<file path="config.mk">
export PLATFORM = sky130hd
export DESIGN_NAME = video_timing_gen_flat
export DESIGN_NICKNAME = d
export VERILOG_FILES = /design/src/rtl/video_timing_gen_if.sv /design/src/rtl/video_timing_gen.sv /design/src/flat_wrapper.sv
export SDC_FILE = /design/constraint.sdc
export NUM_CORES = 1
export LEC_CHECK = 0
export CORE_MARGIN = 2
export CORE_UTILIZATION = 50
export CTS_BUF_LIST = sky130_fd_sc_hd__clkbuf_8 sky130_fd_sc_hd__clkbuf_16
export DETAILED_ROUTE_END_ITERATION = 10
export DONT_BUFFER_PORTS = 1
export SLEW_MARGIN = 20
export SYNTH_ARGS = -nofsm -noshare
export SYNTH_HDL_FRONTEND = slang
export SYNTH_SLANG_ARGS = --single-unit
</file>
<file path="constraint.sdc">
create_clock -name clk -period 2.8 [get_ports clk]
set_clock_uncertainty 0.1 [all_clocks]
set_input_delay 0.42 -clock clk [delete_from_list [all_inputs] [get_ports clk]]
set_output_delay 0.42 -clock clk [all_outputs]
set_load 0.02 [all_outputs]
</file>
<file path="src/rtl/video_timing_gen_if.sv">
// rtl/video_timing_gen_if.sv - raster, sync and strobe bundle between the timing generator and its consumers
interface video_timing_gen_if;
    logic        en;
    logic [9:0]  sx;
    logic [9:0]  sy;
    logic        hsync;
    logic        vsync;
    logic        de;
    logic        line_start;
    logic        frame_start;
    logic        hsync_d;
    logic        vsync_d;
    logic        de_d;
    logic [15:0] frame_cnt;

    modport master (
        input  en,
        output sx, sy, hsync, vsync, de, line_start, frame_start,
        output hsync_d, vsync_d, de_d, frame_cnt
    );

    modport slave (
        output en,
        input  sx, sy, hsync, vsync, de, line_start, frame_start,
        input  hsync_d, vsync_d, de_d, frame_cnt
    );
endinterface

</file>
<file path="src/rtl/video_timing_gen.sv">
// rtl/video_timing_gen.sv - pixel-clock raster timing generator with delayed sync copies; VTG_FRAME_CNT_EN builds the frame counter
module video_timing_gen #(
    parameter int unsigned H_ACTIVE = 640,
    parameter int unsigned H_FP     = 16,
    parameter int unsigned H_SYNC   = 96,
    parameter int unsigned H_BP     = 48,
    parameter int unsigned V_ACTIVE = 480,
    parameter int unsigned V_FP     = 10,
    parameter int unsigned V_SYNC   = 2,
    parameter int unsigned V_BP     = 33,
    parameter bit          H_POL    = 1'b0,
    parameter bit          V_POL    = 1'b0,
    parameter int unsigned PIPE_DLY = 2
) (
    input  logic               clk,
    input  logic               rst_n,
    video_timing_gen_if.master vif
);
    localparam int unsigned H_TOTAL  = H_ACTIVE + H_FP + H_SYNC + H_BP;
    localparam int unsigned V_TOTAL  = V_ACTIVE + V_FP + V_SYNC + V_BP;
    localparam int unsigned HS_START = H_ACTIVE + H_FP;
    localparam int unsigned HS_END   = HS_START + H_SYNC;
    localparam int unsigned VS_START = V_ACTIVE + V_FP;
    localparam int unsigned VS_END   = VS_START + V_SYNC;
    localparam logic [9:0]  H_LAST   = 10'(H_TOTAL - 1);
    localparam logic [9:0]  V_LAST   = 10'(V_TOTAL - 1);
    // {hsync, vsync, de} while blanked and out of sync
    localparam logic [2:0]  SIG_IDLE = {~H_POL, ~V_POL, 1'b0};

    generate
        if (H_TOTAL > 1024 || V_TOTAL > 1024) begin : g_bad_total
            $error("video_timing_gen: H_TOTAL and V_TOTAL must not exceed 1024");
        end
        if (PIPE_DLY > 15) begin : g_bad_dly
            $error("video_timing_gen: PIPE_DLY must be 0..15");
        end
    endgenerate

    logic [9:0] sx_q, sx_d;
    logic [9:0] sy_q, sy_d;
    logic       vis_q, vis_d;
    logic       hs_q, hs_d;
    logic       vs_q, vs_d;
    logic       ls_q, ls_d;
    logic       fs_q, fs_d;

    // Sync and blanking decode the next counter values so they register
    // together with the coordinates they describe.
    always_comb begin
        sx_d = sx_q;
        sy_d = sy_q;
        ls_d = 1'b0;
        fs_d = 1'b0;
        if (vif.en) begin
            if (sx_q == H_LAST) begin
                sx_d = '0;
                sy_d = (sy_q == V_LAST) ? '0 : sy_q + 10'd1;
            end else begin
                sx_d = sx_q + 10'd1;
            end
            ls_d = (sx_d == '0);
            fs_d = (sx_d == '0) && (sy_d == '0);
        end
        vis_d = (32'(sx_d) < H_ACTIVE) && (32'(sy_d) < V_ACTIVE);
        hs_d  = ((32'(sx_d) >= HS_START) && (32'(sx_d) < HS_END)) ? H_POL : ~H_POL;
        vs_d  = ((32'(sy_d) >= VS_START) && (32'(sy_d) < VS_END)) ? V_POL : ~V_POL;
    end

    always_ff @(posedge clk or negedge rst_n) begin
        if (!rst_n) begin
            sx_q  <= H_LAST;
            sy_q  <= V_LAST;
            vis_q <= 1'b0;
            hs_q  <= ~H_POL;
            vs_q  <= ~V_POL;
            ls_q  <= 1'b0;
            fs_q  <= 1'b0;
        end else begin
            sx_q  <= sx_d;
            sy_q  <= sy_d;
            vis_q <= vis_d;
            hs_q  <= hs_d;
            vs_q  <= vs_d;
            ls_q  <= ls_d;
            fs_q  <= fs_d;
        end
    end

    assign vif.sx          = sx_q;
    assign vif.sy          = sy_q;
    assign vif.hsync       = hs_q;
    assign vif.vsync       = vs_q;
    assign vif.de          = vis_q;
    assign vif.line_start  = ls_q;
    assign vif.frame_start = fs_q;

    // Delay line runs every clock regardless of en so the encoders stay
    // aligned with the shader pipeline, which never stalls.
    generate
        if (PIPE_DLY == 0) begin : g_no_dly
            assign vif.hsync_d = hs_q;
            assign vif.vsync_d = vs_q;
            assign vif.de_d    = vis_q;
        end else begin : g_dly
            logic [2:0] dly_q [PIPE_DLY];
            logic [2:0] dly_d [PIPE_DLY];

            always_comb begin
                dly_d[0] = {hs_q, vs_q, vis_q};
                for (int i = 1; i < int'(PIPE_DLY); i++) begin
                    dly_d[i] = dly_q[i-1];
                end
            end

            always_ff @(posedge clk or negedge rst_n) begin
                if (!rst_n) begin
                    for (int i = 0; i < int'(PIPE_DLY); i++) begin
                        dly_q[i] <= SIG_IDLE;
                    end
                end else begin
                    for (int i = 0; i < int'(PIPE_DLY); i++) begin
                        dly_q[i] <= dly_d[i];
                    end
                end
            end

            assign {vif.hsync_d, vif.vsync_d, vif.de_d} = dly_q[PIPE_DLY-1];
        end
    endgenerate

`ifdef VTG_FRAME_CNT_EN
    logic [15:0] fcnt_q, fcnt_d;

    always_comb begin
        fcnt_d = fcnt_q + {15'd0, fs_q};
    end

    always_ff @(posedge clk or negedge rst_n) begin
        if (!rst_n) begin
            fcnt_q <= '0;
        end else begin
            fcnt_q <= fcnt_d;
        end
    end

    assign vif.frame_cnt = fcnt_q;
`else
    assign vif.frame_cnt = 16'd0;
`endif
endmodule

</file>
<file path="src/flat_wrapper.sv">
// flat-port wrapper written by rule: the top's interface ports become plain ports
module video_timing_gen_flat 
#(
    parameter int unsigned H_ACTIVE = 640,
    parameter int unsigned H_FP     = 16,
    parameter int unsigned H_SYNC   = 96,
    parameter int unsigned H_BP     = 48,
    parameter int unsigned V_ACTIVE = 480,
    parameter int unsigned V_FP     = 10,
    parameter int unsigned V_SYNC   = 2,
    parameter int unsigned V_BP     = 33,
    parameter bit          H_POL    = 1'b0,
    parameter bit          V_POL    = 1'b0,
    parameter int unsigned PIPE_DLY = 2
)
  (clk, rst_n, vif_en, vif_sx, vif_sy, vif_hsync, vif_vsync, vif_de, vif_line_start, vif_frame_start, vif_hsync_d, vif_vsync_d, vif_de_d, vif_frame_cnt);
  video_timing_gen_if vif_i ();
  input  logic clk;
  input  logic rst_n;
  input wire logic [$bits(vif_i.en)-1:0] vif_en;
  output wire logic [$bits(vif_i.sx)-1:0] vif_sx;
  output wire logic [$bits(vif_i.sy)-1:0] vif_sy;
  output wire logic [$bits(vif_i.hsync)-1:0] vif_hsync;
  output wire logic [$bits(vif_i.vsync)-1:0] vif_vsync;
  output wire logic [$bits(vif_i.de)-1:0] vif_de;
  output wire logic [$bits(vif_i.line_start)-1:0] vif_line_start;
  output wire logic [$bits(vif_i.frame_start)-1:0] vif_frame_start;
  output wire logic [$bits(vif_i.hsync_d)-1:0] vif_hsync_d;
  output wire logic [$bits(vif_i.vsync_d)-1:0] vif_vsync_d;
  output wire logic [$bits(vif_i.de_d)-1:0] vif_de_d;
  output wire logic [$bits(vif_i.frame_cnt)-1:0] vif_frame_cnt;
  assign vif_i.en = vif_en;
  assign vif_sx = vif_i.sx;
  assign vif_sy = vif_i.sy;
  assign vif_hsync = vif_i.hsync;
  assign vif_vsync = vif_i.vsync;
  assign vif_de = vif_i.de;
  assign vif_line_start = vif_i.line_start;
  assign vif_frame_start = vif_i.frame_start;
  assign vif_hsync_d = vif_i.hsync_d;
  assign vif_vsync_d = vif_i.vsync_d;
  assign vif_de_d = vif_i.de_d;
  assign vif_frame_cnt = vif_i.frame_cnt;
  video_timing_gen #(.H_ACTIVE(H_ACTIVE), .H_FP(H_FP), .H_SYNC(H_SYNC), .H_BP(H_BP), .V_ACTIVE(V_ACTIVE), .V_FP(V_FP), .V_SYNC(V_SYNC), .V_BP(V_BP), .H_POL(H_POL), .V_POL(V_POL), .PIPE_DLY(PIPE_DLY)) u_core (.clk(clk), .rst_n(rst_n), .vif(vif_i));
endmodule
</file>
==> impl_metrics.env <==
export IMPL_hold_path_class="primary input to flop"
export IMPL_globalRoute_totalOverflow=0
export IMPL_path_depth=8
export IMPL_switchingPower_uw=565
export IMPL_timing_setup_critical_path_class="flop to flop"
export IMPL_layout_min_cycle_time_ns=2.50
export IMPL_maxSlewViolCount=0
export IMPL_slowest_stage="sky130_fd_sc_hd__dfstp_2"
export IMPL_drt_pre_antenna_iters=4
export IMPL_power_mw=1.44
export IMPL_initial_util_pct=51.3
export IMPL_ant_nets=0
export IMPL_cts_htree_levels=2
export IMPL_timing_slew_headroom_pct=63.8
export IMPL_layout_setup_ws_ns=0.297
export IMPL_placeableCoreArea_mm2=0.00397
export IMPL_multi_input_area_mm2=0.00107
export IMPL_synth_edff_count=0
export IMPL_cpLargestDelayFamily="compound AO/OA/AOI/OAI gates"
export IMPL_final_number_of_hold_violating_endpoints=0
export IMPL_detail_route_drc_violations=0
export IMPL_final_core_utilization_pct=54.5
export IMPL_synth_seq_area_share_pct=39.0
export IMPL_nets=232
export IMPL_preCtsSetupSlack_ns=0.335
export IMPL_cellLeakagePower_nw=0.862
export IMPL_yosys_area_top_type="sky130_fd_sc_hd__dfstp_2"
export IMPL_crit_fanout=7
export IMPL_yosysUniqueCellTypes=59
export IMPL_power_density_cell_area_mw_per_mm2=666
export IMPL_crit_buf_inv=1
export IMPL_seq_area_um2=796
export IMPL_cts_repair_timing_setup_buffer_count=0
export IMPL_fin_area_mm2=0.00216
export IMPL_holdBufCountCts=2
export IMPL_clk_insertion_delay_late_ns=0.28
export IMPL_power_clock_fraction_pct=24.6
export IMPL_overall_track_demand_over_capacity_in_global_routing_pct=21.8
export IMPL_die_width_um=67.8
export IMPL_placedCellCount=267
export IMPL_startpoint_type="flop"
export IMPL_dp_hpwl_mm=3.29
export IMPL_p_int_uw=875
export IMPL_synth_compound_area_share_pct=18.1
export IMPL_share_of_the_synthesized_area_in_the_top_cell_type_pct=20.6
export IMPL_grt_antenna_before_repair=0
export IMPL_max_clock_path_buffers=2
export IMPL_synthXorXnorAreaFrac_pct=5.16
export IMPL_critical_path_max_stage_delay_ns=0.65
export IMPL_finalHoldWorstSlack_ns=0.141
export IMPL_wl_mm=4.52
export IMPL_cts_resized_gates=0
export IMPL_irDropWorstVdd_v=0.000555
export IMPL_p_seq_share_pct=51.8
export IMPL_rsz0062_at_grt="no"
export IMPL_critical_path_reg2reg_endpoint="u_core.vif.frame_start$_DFF_PN0_"
export IMPL_vias_per_cell=5.92
export IMPL_timing_critical_path_to_type="flop"
export IMPL_die_area_mm2=0.00460
export IMPL_drc_violation_total_after_the_first_tritonroute_iteration=93
export IMPL_drv_max_cap_violation_count=0
export IMPL_cts_sinks=31
export IMPL_wire_length_of_the_first_global_routing_pass_mm=7.49
export IMPL_layout_worst_path_cycle_share_pct=89.4
export IMPL_place_area_mm2=0.00204
export IMPL_p_sw_share_pct=39.2
export IMPL_clock_root_buffer="sky130_fd_sc_hd__clkbuf_8"
export IMPL_routed_wl_per_cell_um=16.3
export IMPL_worst_r2r_cell_count=8
export IMPL_layout_cells_non_filler=277
export IMPL_timing_rr_start="u_core.vif.sx[0]$_DFF_PN1_"
export IMPL_crit_path_cell_trace="ha_1 -> buf_4 -> nand2_1 -> a2111oi_0 -> a211oi_1 -> a2111oi_4 -> nand4_1 -> nor4bb_1"
export IMPL_die_height_um=67.8
export IMPL_timing_setup_tns_ns=0
export IMPL_layout_filler_cells=376
export IMPL_status="complete, no violations"
export IMPL_path_clk_slew_ns=0.06
export IMPL_first_global_vias=1553
export IMPL_fmaxAchievable_mhz=400
export IMPL_post_synth_cell_area_avg_um2=9.18
export IMPL_layout_drive_gt1_share_pct=20.7
export IMPL_synth_simple_area_share_pct=23.3
export IMPL_io_buffers=0
export IMPL_syn_cell_area_mm2=0.00204
export IMPL_synthesis_instances=222
export IMPL_reg2reg_setup_slack_ns=0.30
export IMPL_worst_slew_pin_transition_ns=0.541
export IMPL_postSynth_topFlopCell="sky130_fd_sc_hd__dfstp_2"
export IMPL_num_antenna_cells=0
export IMPL_area_growth_pct=6.14
export IMPL_timing_critical_path_arrival_ns=2.59
export IMPL_synth_seq_cells=31
export IMPL_num_io_pins=47
export IMPL_crit_path_start="u_core.vif.sx[0]$_DFF_PN1_"
export IMPL_adder_cell_area_share_of_the_yosys_netlist_pct=1.84
export IMPL_yosys_warnings=0
export IMPL_grt_start_max_net_pins=32
export IMPL_cts_tree="done"
export IMPL_numCtsBuffers=5
export IMPL_power_frac_comb_pct=23.6
export IMPL_cp_required_ns=2.88
export IMPL_gp_congestion=0.850
export IMPL_cp_endpoint="u_core.vif.frame_start$_DFF_PN0_"
export IMPL_vias=1640
export IMPL_placementRows=23
export IMPL_synth_area_top_cells="sky130_fd_sc_hd__dfstp_2 (21%), sky130_fd_sc_hd__dfrtp_1 (18%), sky130_fd_sc_hd__buf_4 (6.3%)"
export IMPL_main_combinational_cell_family_by_area_after_synthesis="simple AND/OR/NAND/NOR gates"
export IMPL_share_of_synthesized_area_spent_on_multiplexers_pct=1.04
export IMPL_finalSetupViolCount=0
export IMPL_async_flop_share_pct=100
==> cell type report <==
cell class | instances | share of cell area (%)
clock buffer | 6 | 3.82
sequential | 31 | 36.8
tap | 50 | 2.89
timing repair buffer | 12 | 4.86
inverter | 11 | 1.91
multi-input combinational | 165 | 49.3
clock inverter | 2 | 0.405
==> flip-flops by register name (all words and copies together), names as in the netlist <==
| name | count |
|---|---|
| u_core.g_dly.dly_d | 3 |
| u_core.vif.de | 1 |
| u_core.vif.sx | 10 |
| u_core.vif.vsync | 1 |
| u_core.vif.hsync | 1 |
| u_core.vif.sy | 10 |
| u_core.vif.line_start | 1 |
| u_core.vif.hsync_d | 1 |
| u_core.vif.vsync_d | 1 |
| u_core.vif.de_d | 1 |
| u_core.vif.frame_start | 1 |
==> placed cells by master, fill, tap and decap left out, drive strengths merged, types with 2 or more instances in the layout <==
master and instances:
a2111oi 2, a21oi 7, a31oi 4, a41oi 2
and3 4, buf 11, clkbuf 6, conb 16
dfrtp 15, dfstp 16, ha 3, inv 12
nand2 24, nand3 12, nand4 8, nor2 9
nor3 7, nor4 2, nor4bb 2, o211a 3
o21ai 16, o22ai 3, o31a 2, o31ai 3
or3 2, xnor2 9, xor2 3
==> synthesized netlist by cell type (3+ instances only) <==
master	n
sky130_fd_sc_hd__a31oi_1	4
sky130_fd_sc_hd__inv_1	11
sky130_fd_sc_hd__nor2_1	9
sky130_fd_sc_hd__a21oi_1	7
sky130_fd_sc_hd__o211a_1	3
sky130_fd_sc_hd__clkbuf_1	7
sky130_fd_sc_hd__ha_1	3
sky130_fd_sc_hd__buf_2	4
sky130_fd_sc_hd__nor3_1	5
sky130_fd_sc_hd__dfstp_2	16
sky130_fd_sc_hd__nand3_1	12
sky130_fd_sc_hd__dfrtp_1	15
sky130_fd_sc_hd__xnor2_1	9
sky130_fd_sc_hd__and3_1	4
sky130_fd_sc_hd__xor2_1	3
sky130_fd_sc_hd__buf_4	17
sky130_fd_sc_hd__o21ai_0	16
sky130_fd_sc_hd__nand4_1	7
sky130_fd_sc_hd__o22ai_1	3
sky130_fd_sc_hd__nand2_1	23
sky130_fd_sc_hd__o31ai_1	3
==> power by group through the flow <==
stage | sequential (mW) | clock, mW | combinational [mW]
5_1_grt | 0.764 | 0.393 | 0.381
3_3_place_gp | 0.746 | 0 | 0.317
4_1_cts | 0.744 | 0.366 | 0.342
3_5_place_dp | 0.751 | 0 | 0.328
2_1_floorplan | 0.672 | 0 | 0.359
6_report | 0.746 | 0.354 | 0.340
==> metal layers <==
layer | share of wire (%) | vias up | wire (µm) | track usage [%]
met2 | 47 | 56 | 2140 | 31.9
met4 | 1.8 | 0 | 83 | 10.0
met1 | 44 | 791 | 2010 | 30.5
met5 | 0 | - | 0 | 0
met3 | 6.5 | 9 | 296 | 5.26
li1 | - | 784 | - | -
==> cells by family after synthesis <==
logic type,Yosys count
xor+xnor,12
flops,31
mux,2
other cells,1
buf+inv,41
fa+ha+maj,3
simple gates,80
compound gates,52
==> worst min path at each step <==
stage / slack [ns] / to / cells after the start / startpoint
floorplan: 0.02 / u_core.g_dly.dly_d[0]$_DFF_PN0_ / 0 / rst_n
global placement: 0.03 / u_core.vif.sx[7]$_DFF_PN0_ / 0 / rst_n
detailed placement: 0.03 / u_core.vif.sx[7]$_DFF_PN0_ / 0 / rst_n
CTS: 0.13 / u_core.vif.sx[1]$_DFF_PN1_ / 2 / vif_en
global route: 0.15 / u_core.vif.sx[1]$_DFF_PN1_ / 2 / vif_en
finish: 0.14 / u_core.vif.sx[1]$_DFF_PN1_ / 2 / vif_en
(Power assumes the default switching activity.)
